==> src/rtl/arm_pkg.sv <==
// Shared ARM control definitions: LSM sequencer states, addressing modes and opcode class.
package arm_pkg;

    typedef enum logic [2:0] {
        S_IDLE,
        S_SETUP,
        S_XFER,
        S_WBACK,
        S_DONE
    } lsm_state_t;

    // Addressing modes encoded as {P, U}
    localparam logic [1:0] IA = 2'b01;
    localparam logic [1:0] IB = 2'b11;
    localparam logic [1:0] DA = 2'b00;
    localparam logic [1:0] DB = 2'b10;

    localparam logic [2:0] LSM_CLASS  = 3'b100;
    localparam int         WORD_BYTES = 4;

endpackage

==> src/rtl/reg_list_encoder.sv <==
// Lowest-set-bit priority encoder with valid flag and popcount over a 16-bit register list.
module reg_list_encoder (
    input  logic [15:0] mask,
    output logic [3:0]  idx,
    output logic        valid,
    output logic [4:0]  count
);

    always_comb begin
        idx   = '0;
        valid = 1'b0;
        count = '0;
        for (int unsigned i = 0; i < 16; i++) begin
            if (mask[i]) begin
                count = count + 5'd1;
                if (!valid) begin
                    idx   = 4'(i);
                    valid = 1'b1;
                end
            end
        end
    end

endmodule

==> src/rtl/lsm_sequencer.sv <==
// ARM Load/Store Multiple sequencer: one transfer per listed register, then writeback and DONE.
// Optional LSM_PC_FLUSH_EN adds a FLUSH pulse alongside DONE for loads that include the PC.
module lsm_sequencer #(
    parameter int ADDR_W     = 32,
    parameter int WORD_BYTES = arm_pkg::WORD_BYTES
) (
    input  logic              CLK,
    input  logic              RESET_N,
    input  logic              START,
    input  logic [31:0]       IR,
    input  logic [ADDR_W-1:0] BASE,
    input  logic              MEM_ACK,
    output logic              BUSY,
    output logic              XFER_VALID,
    output logic              XFER_LOAD,
    output logic [3:0]        REG_SEL,
    output logic [ADDR_W-1:0] ADDR,
    output logic              WB_VALID,
    output logic [3:0]        WB_REG,
    output logic [ADDR_W-1:0] WB_DATA,
    output logic              DONE
`ifdef LSM_PC_FLUSH_EN
    ,
    output logic              FLUSH
`endif
);

    import arm_pkg::*;

    lsm_state_t        state;
    logic [15:0]       pending;
    logic [ADDR_W-1:0] base_q;
    logic [ADDR_W-1:0] wb_q;
    logic [3:0]        rn_q;
    logic              p_q, u_q, w_q, l_q, rn_hit_q;

    logic              accept;
    logic [15:0]       enc_in;
    logic [3:0]        enc_idx;
    logic              enc_valid;
    logic [4:0]        enc_count;
    logic [ADDR_W-1:0] stride, offs, start_addr, wb_val;
    logic              unused_ir;

    assign unused_ir = ^{IR[31:28], IR[22]};
    assign accept    = START && (IR[27:25] == LSM_CLASS);
    assign stride    = ADDR_W'(WORD_BYTES);
    assign offs      = ADDR_W'(enc_count) * stride;

    // In XFER the encoder looks ahead past the register being presented so the
    // next REG_SEL can be registered on the same MEM_ACK edge.
    always_comb begin
        enc_in = pending;
        if (state == S_XFER)
            enc_in = pending & ~(16'd1 << REG_SEL);
    end

    reg_list_encoder u_enc (
        .mask  (enc_in),
        .idx   (enc_idx),
        .valid (enc_valid),
        .count (enc_count)
    );

    always_comb begin
        start_addr = base_q - offs;
        case ({p_q, u_q})
            IA:      start_addr = base_q;
            IB:      start_addr = base_q + stride;
            DA:      start_addr = base_q - offs + stride;
            DB:      start_addr = base_q - offs;
            default: start_addr = base_q - offs;
        endcase
        wb_val = u_q ? (base_q + offs) : (base_q - offs);
    end

    always_ff @(posedge CLK or negedge RESET_N) begin
        if (!RESET_N) begin
            state      <= S_IDLE;
            pending    <= '0;
            base_q     <= '0;
            wb_q       <= '0;
            rn_q       <= '0;
            p_q        <= 1'b0;
            u_q        <= 1'b0;
            w_q        <= 1'b0;
            l_q        <= 1'b0;
            rn_hit_q   <= 1'b0;
            BUSY       <= 1'b0;
            XFER_VALID <= 1'b0;
            XFER_LOAD  <= 1'b0;
            REG_SEL    <= '0;
            ADDR       <= '0;
            WB_VALID   <= 1'b0;
            WB_REG     <= '0;
            WB_DATA    <= '0;
            DONE       <= 1'b0;
        end else begin
            WB_VALID <= 1'b0;
            DONE     <= 1'b0;
            case (state)
                S_IDLE: begin
                    if (accept) begin
                        pending  <= IR[15:0];
                        base_q   <= BASE;
                        rn_q     <= IR[19:16];
                        p_q      <= IR[24];
                        u_q      <= IR[23];
                        w_q      <= IR[21];
                        l_q      <= IR[20];
                        rn_hit_q <= IR[IR[19:16]];
                        BUSY     <= 1'b1;
                        state    <= S_SETUP;
                    end
                end
                S_SETUP: begin
                    wb_q <= wb_val;
                    if (enc_valid) begin
                        XFER_VALID <= 1'b1;
                        XFER_LOAD  <= l_q;
                        REG_SEL    <= enc_idx;
                        ADDR       <= start_addr;
                        state      <= S_XFER;
                    end else begin
                        DONE  <= 1'b1;
                        BUSY  <= 1'b0;
                        state <= S_DONE;
                    end
                end
                S_XFER: begin
                    if (MEM_ACK) begin
                        pending <= enc_in;
                        if (enc_valid) begin
                            REG_SEL <= enc_idx;
                            ADDR    <= ADDR + stride;
                        end else begin
                            XFER_VALID <= 1'b0;
                            XFER_LOAD  <= 1'b0;
                            REG_SEL    <= '0;
                            ADDR       <= '0;
                            if (w_q) begin
                                // A load that includes Rn keeps the loaded value
                                if (!(l_q && rn_hit_q)) begin
                                    WB_VALID <= 1'b1;
                                    WB_REG   <= rn_q;
                                    WB_DATA  <= wb_q;
                                end
                                state <= S_WBACK;
                            end else begin
                                DONE  <= 1'b1;
                                BUSY  <= 1'b0;
                                state <= S_DONE;
                            end
                        end
                    end
                end
                S_WBACK: begin
                    WB_REG  <= '0;
                    WB_DATA <= '0;
                    DONE    <= 1'b1;
                    BUSY    <= 1'b0;
                    state   <= S_DONE;
                end
                S_DONE: begin
                    state <= S_IDLE;
                end
                default: begin
                    state <= S_IDLE;
                end
            endcase
        end
    end

`ifdef LSM_PC_FLUSH_EN
    logic pc_q;

    always_ff @(posedge CLK or negedge RESET_N) begin
        if (!RESET_N)
            pc_q <= 1'b0;
        else if (state == S_IDLE && accept)
            pc_q <= IR[15];
    end

    assign FLUSH = DONE & l_q & pc_q;
`endif

endmodule

==> config.mk <==
export PLATFORM = sky130hd
export DESIGN_NAME = lsm_sequencer
export DESIGN_NICKNAME = d
export VERILOG_FILES = /design/src/rtl/arm_pkg.sv /design/src/rtl/reg_list_encoder.sv /design/src/rtl/lsm_sequencer.sv
export SDC_FILE = /design/constraint.sdc
export NUM_CORES = 1
export LEC_CHECK = 0
export ABC_AREA = 0
export CORE_MARGIN = 3
export CORE_UTILIZATION = 65
export CTS_BUF_LIST = sky130_fd_sc_hd__clkbuf_8
export DETAILED_ROUTE_END_ITERATION = 12
export DONT_BUFFER_PORTS = 1
export PLACE_DENSITY_LB_ADDON = 0.2
export RECOVER_POWER = 100
export SETUP_SLACK_MARGIN = 0.3
export SLEW_MARGIN = 20
export SYNTH_ARGS = -nofsm -noshare
export SYNTH_HDL_FRONTEND = slang
export SYNTH_SLANG_ARGS = --single-unit
==> constraint.sdc <==
create_clock -name CLK -period 18.5 [get_ports CLK]
set_input_delay 3.7 -clock CLK [delete_from_list [all_inputs] [get_ports CLK]]
set_output_delay 3.7 -clock CLK [all_outputs]
set_load 0.02 [all_outputs]
==> out/metrics.cfg <==
[outcome]
status=complete, but fails checks
violations=max-capacitance violations, max-slew violations

[timing]
setup_viol=0
rsz0062_at_grt=no
fmax_mhz=67.8
clock_skew_ns=0.0176
finalMaxSlewViolations=208
worstMarginPinSlew_ns=3.44
slew_headroom_pct=-129
tns_ns=0
post-route-period-util_pct=79.7
fin_crit_ns=14.75
hold_violations=0

[synthesis]
synth.yosys.seq_area_share_pct=32.2
ys.flop_type=dfrtp_1
yosysWarnings=0
synthTopCellsByArea=dfrtp_1, nand2_1, xnor2_1, o21ai_0, a22o_1
synth-seq-cells=169
synth_area_sq_mm=0.0131
synth.net_count=1661
synth_top_area_cell=dfrtp_1
synth_edf_count=0
synth.avg_cell_area_sq_um=8.41
synth.distinct_cells=93
synth_top_area_share_pct=32.2
synthArstFlopShare_pct=100
syn_inst=1560

[route]
wl_mm=38.3
postRouteAntennaNets=0
viasPerCell=6.84
via_count=12171
firstDrtPassIters=5
drt-initial-drc-count=1326
drc_errors=0
wl_per_cell_um=21.6

[clock_network]
clockBufferDepth=2
clk_pin_slew_worst_paths_ns=0.12
clk_latency_ns=0.49
cts.sinks=169
cts_tree=yes
cts_setup_buffers=0
hold_buffers=0
cts_buffers=17
root_buffer=clkbuf_8
htree_levels=4
cts_resized=0

[placed_design]
port_buffers=0
gp_congestion=0.991
dpl.hpwl_mm=27.7

[setup_path]
endpoint_kind=register
reg2reg_slack_ns=3.75
crit_slowest_cell=or4b_1
crit_top_cell=ha_1
worstSetupStartpointType=register
arrival_ns=15.08
reg2reg_depth=55
worstReg2RegStart=REG_SEL[3]
worstPathRequired_ns=18.83
critical_path.reg2reg.endpoint=ADDR[23]
critical_path_class=reg2reg
cp_max_fo=19
max_stage_delay_ns=0.93

[die]
rows=51
dieArea_sq_mm=0.0219
core_region_area_sq_mm=0.0197
die_h_um=148
io_pins=145
initial_core_util_pct=66.8
die_w_um=148

[global_route]
grt_pass1_vias=11305
grt_max_degree=170
grt_usage_pct=34.9
grt_pass1_wl_mm=61.8
antenna_found_initial=0
gr-total-overflow=0

[final_layout]
regArea_sq_mm=0.00423
multi_input_area_sq_mm=0.00830
area_growth_pct=3.17
fin_util_pct=68.9
drive_gt1_share_pct=8.66
fill_cells=1666
nets=1601

[run]
drv_cap=4

[min_path]
hold_depth=2
hold_class=reg2reg
min_to=wb_q[6]
worstHoldStart=wb_q[6]

-- worst max-delay path, delay by kind of cell (launching register included) --
kind                     cells  cell delay (ns)
flip-flops                   1             0.71
multiplexers                 4             0.96
AO/OA/AOI/OAI               11             3.23
buffers and inverters        2             0.18
XOR/XNOR                     9             1.92
AND/OR/NAND/NOR             19             4.65
adder cells (fa/ha/maj)     10             2.95
-- state kept, by name (all words and copies together) (netlist names), 3 cells and up --
signal / count
ADDR: 32
WB_DATA: 32
base_q: 32
wb_q: 32
pending: 16
REG_SEL: 4
WB_REG: 4
rn_q: 4
state: 3
-- per-stage QoR --
step	hold slack [ns]	area (sq um)	setup slack, ns	instances
2_1_floorplan	0.450	13100	6.77	1560
3_5_place_dp	0.473	13200	4.79	1746
5_1_grt	0.518	13500	2.61	1778
6_report	0.495	13500	3.75	1779
4_1_cts	0.494	13600	4.71	1778
3_3_place_gp	0.462	13200	5.02	1746
-- synth_stat cells, drive strengths merged, types with 31 or more instances --
cell and n:
nor2 115, xnor2 105, ha 31, nand3 44, xor2 31, a22o 54, nand2 211, inv 44
mux2 36, dfrtp 169, a21oi 81, o21ai 168, nor3 42, clkbuf 75
-- cells by family (layout without fill, tap and decap cells) --
group	after synthesis	in the layout	share of synthesized area, %
AND/OR/NAND/NOR	551	551	20.2
AO/OA/AOI/OAI	472	472	23.9
flip-flops	169	169	32.2
buffers and inverters	140	93	4.28
XOR/XNOR	136	136	10.8
multiplexers	58	58	5.27
adder cells (fa/ha/maj)	34	34	3.35
other	0	1	0
-- layout by cell type (no fill, tap or decap), drive strengths merged, types with 10 or more instances in the layout --
master / Yosys / layout
a211oi: 10 / 10
a21oi: 81 / 81
a22o: 54 / 54
a22oi: 10 / 10
a31oi: 21 / 21
and3: 18 / 18
buf: 19 / 10
clkbuf: 75 / 22
dfrtp: 169 / 169
ha: 31 / 31
inv: 44 / 54
mux2: 36 / 36
mux2i: 17 / 17
nand2: 211 / 211
nand3: 44 / 44
nand4: 20 / 20
nor2: 115 / 115
nor2b: 10 / 10
nor3: 42 / 42
nor3b: 17 / 17
nor4: 17 / 17
o21a: 16 / 16
o21ai: 168 / 168
o22ai: 21 / 21
or3: 11 / 11
xnor2: 105 / 105
xor2: 31 / 31
-- how the worst max path moves through the flow --
stage,from,end,cells past startpoint
after detailed placement,REG_SEL[3],ADDR[31],57
after floorplan,REG_SEL[3],ADDR[31],60
after CTS,REG_SEL[3],ADDR[31],57
final,REG_SEL[3],ADDR[23],55
after global routing,REG_SEL[3],ADDR[31],56
after global placement,REG_SEL[3],ADDR[23],57
-- area by class of cell --
type / count / share of cell area [%]
timing repair buffer: 15 / 0.693
inverter: 46 / 1.28
multi-input combinational: 1251 / 61.3
clock buffer: 17 / 1.73
tap: 265 / 2.45
sequential: 169 / 31.2
clock inverter: 15 / 1.28
antenna: 1 / 0.0185
-- layer usage --
layer | wire [um] | GRT usage [%] | vias to the layer above
met1 | 17000 | 54.4 | 5905
met5 | 0 | 0 | -
met4 | 639 | 7.39 | 0
li1 | - | - | 5551
met2 | 16100 | 49.6 | 659
met3 | 4650 | 8.59 | 56
Power is left out: the tool's default activity adds up to more than one toggle a clock period on the data nets, which glitch-free logic cannot reach.
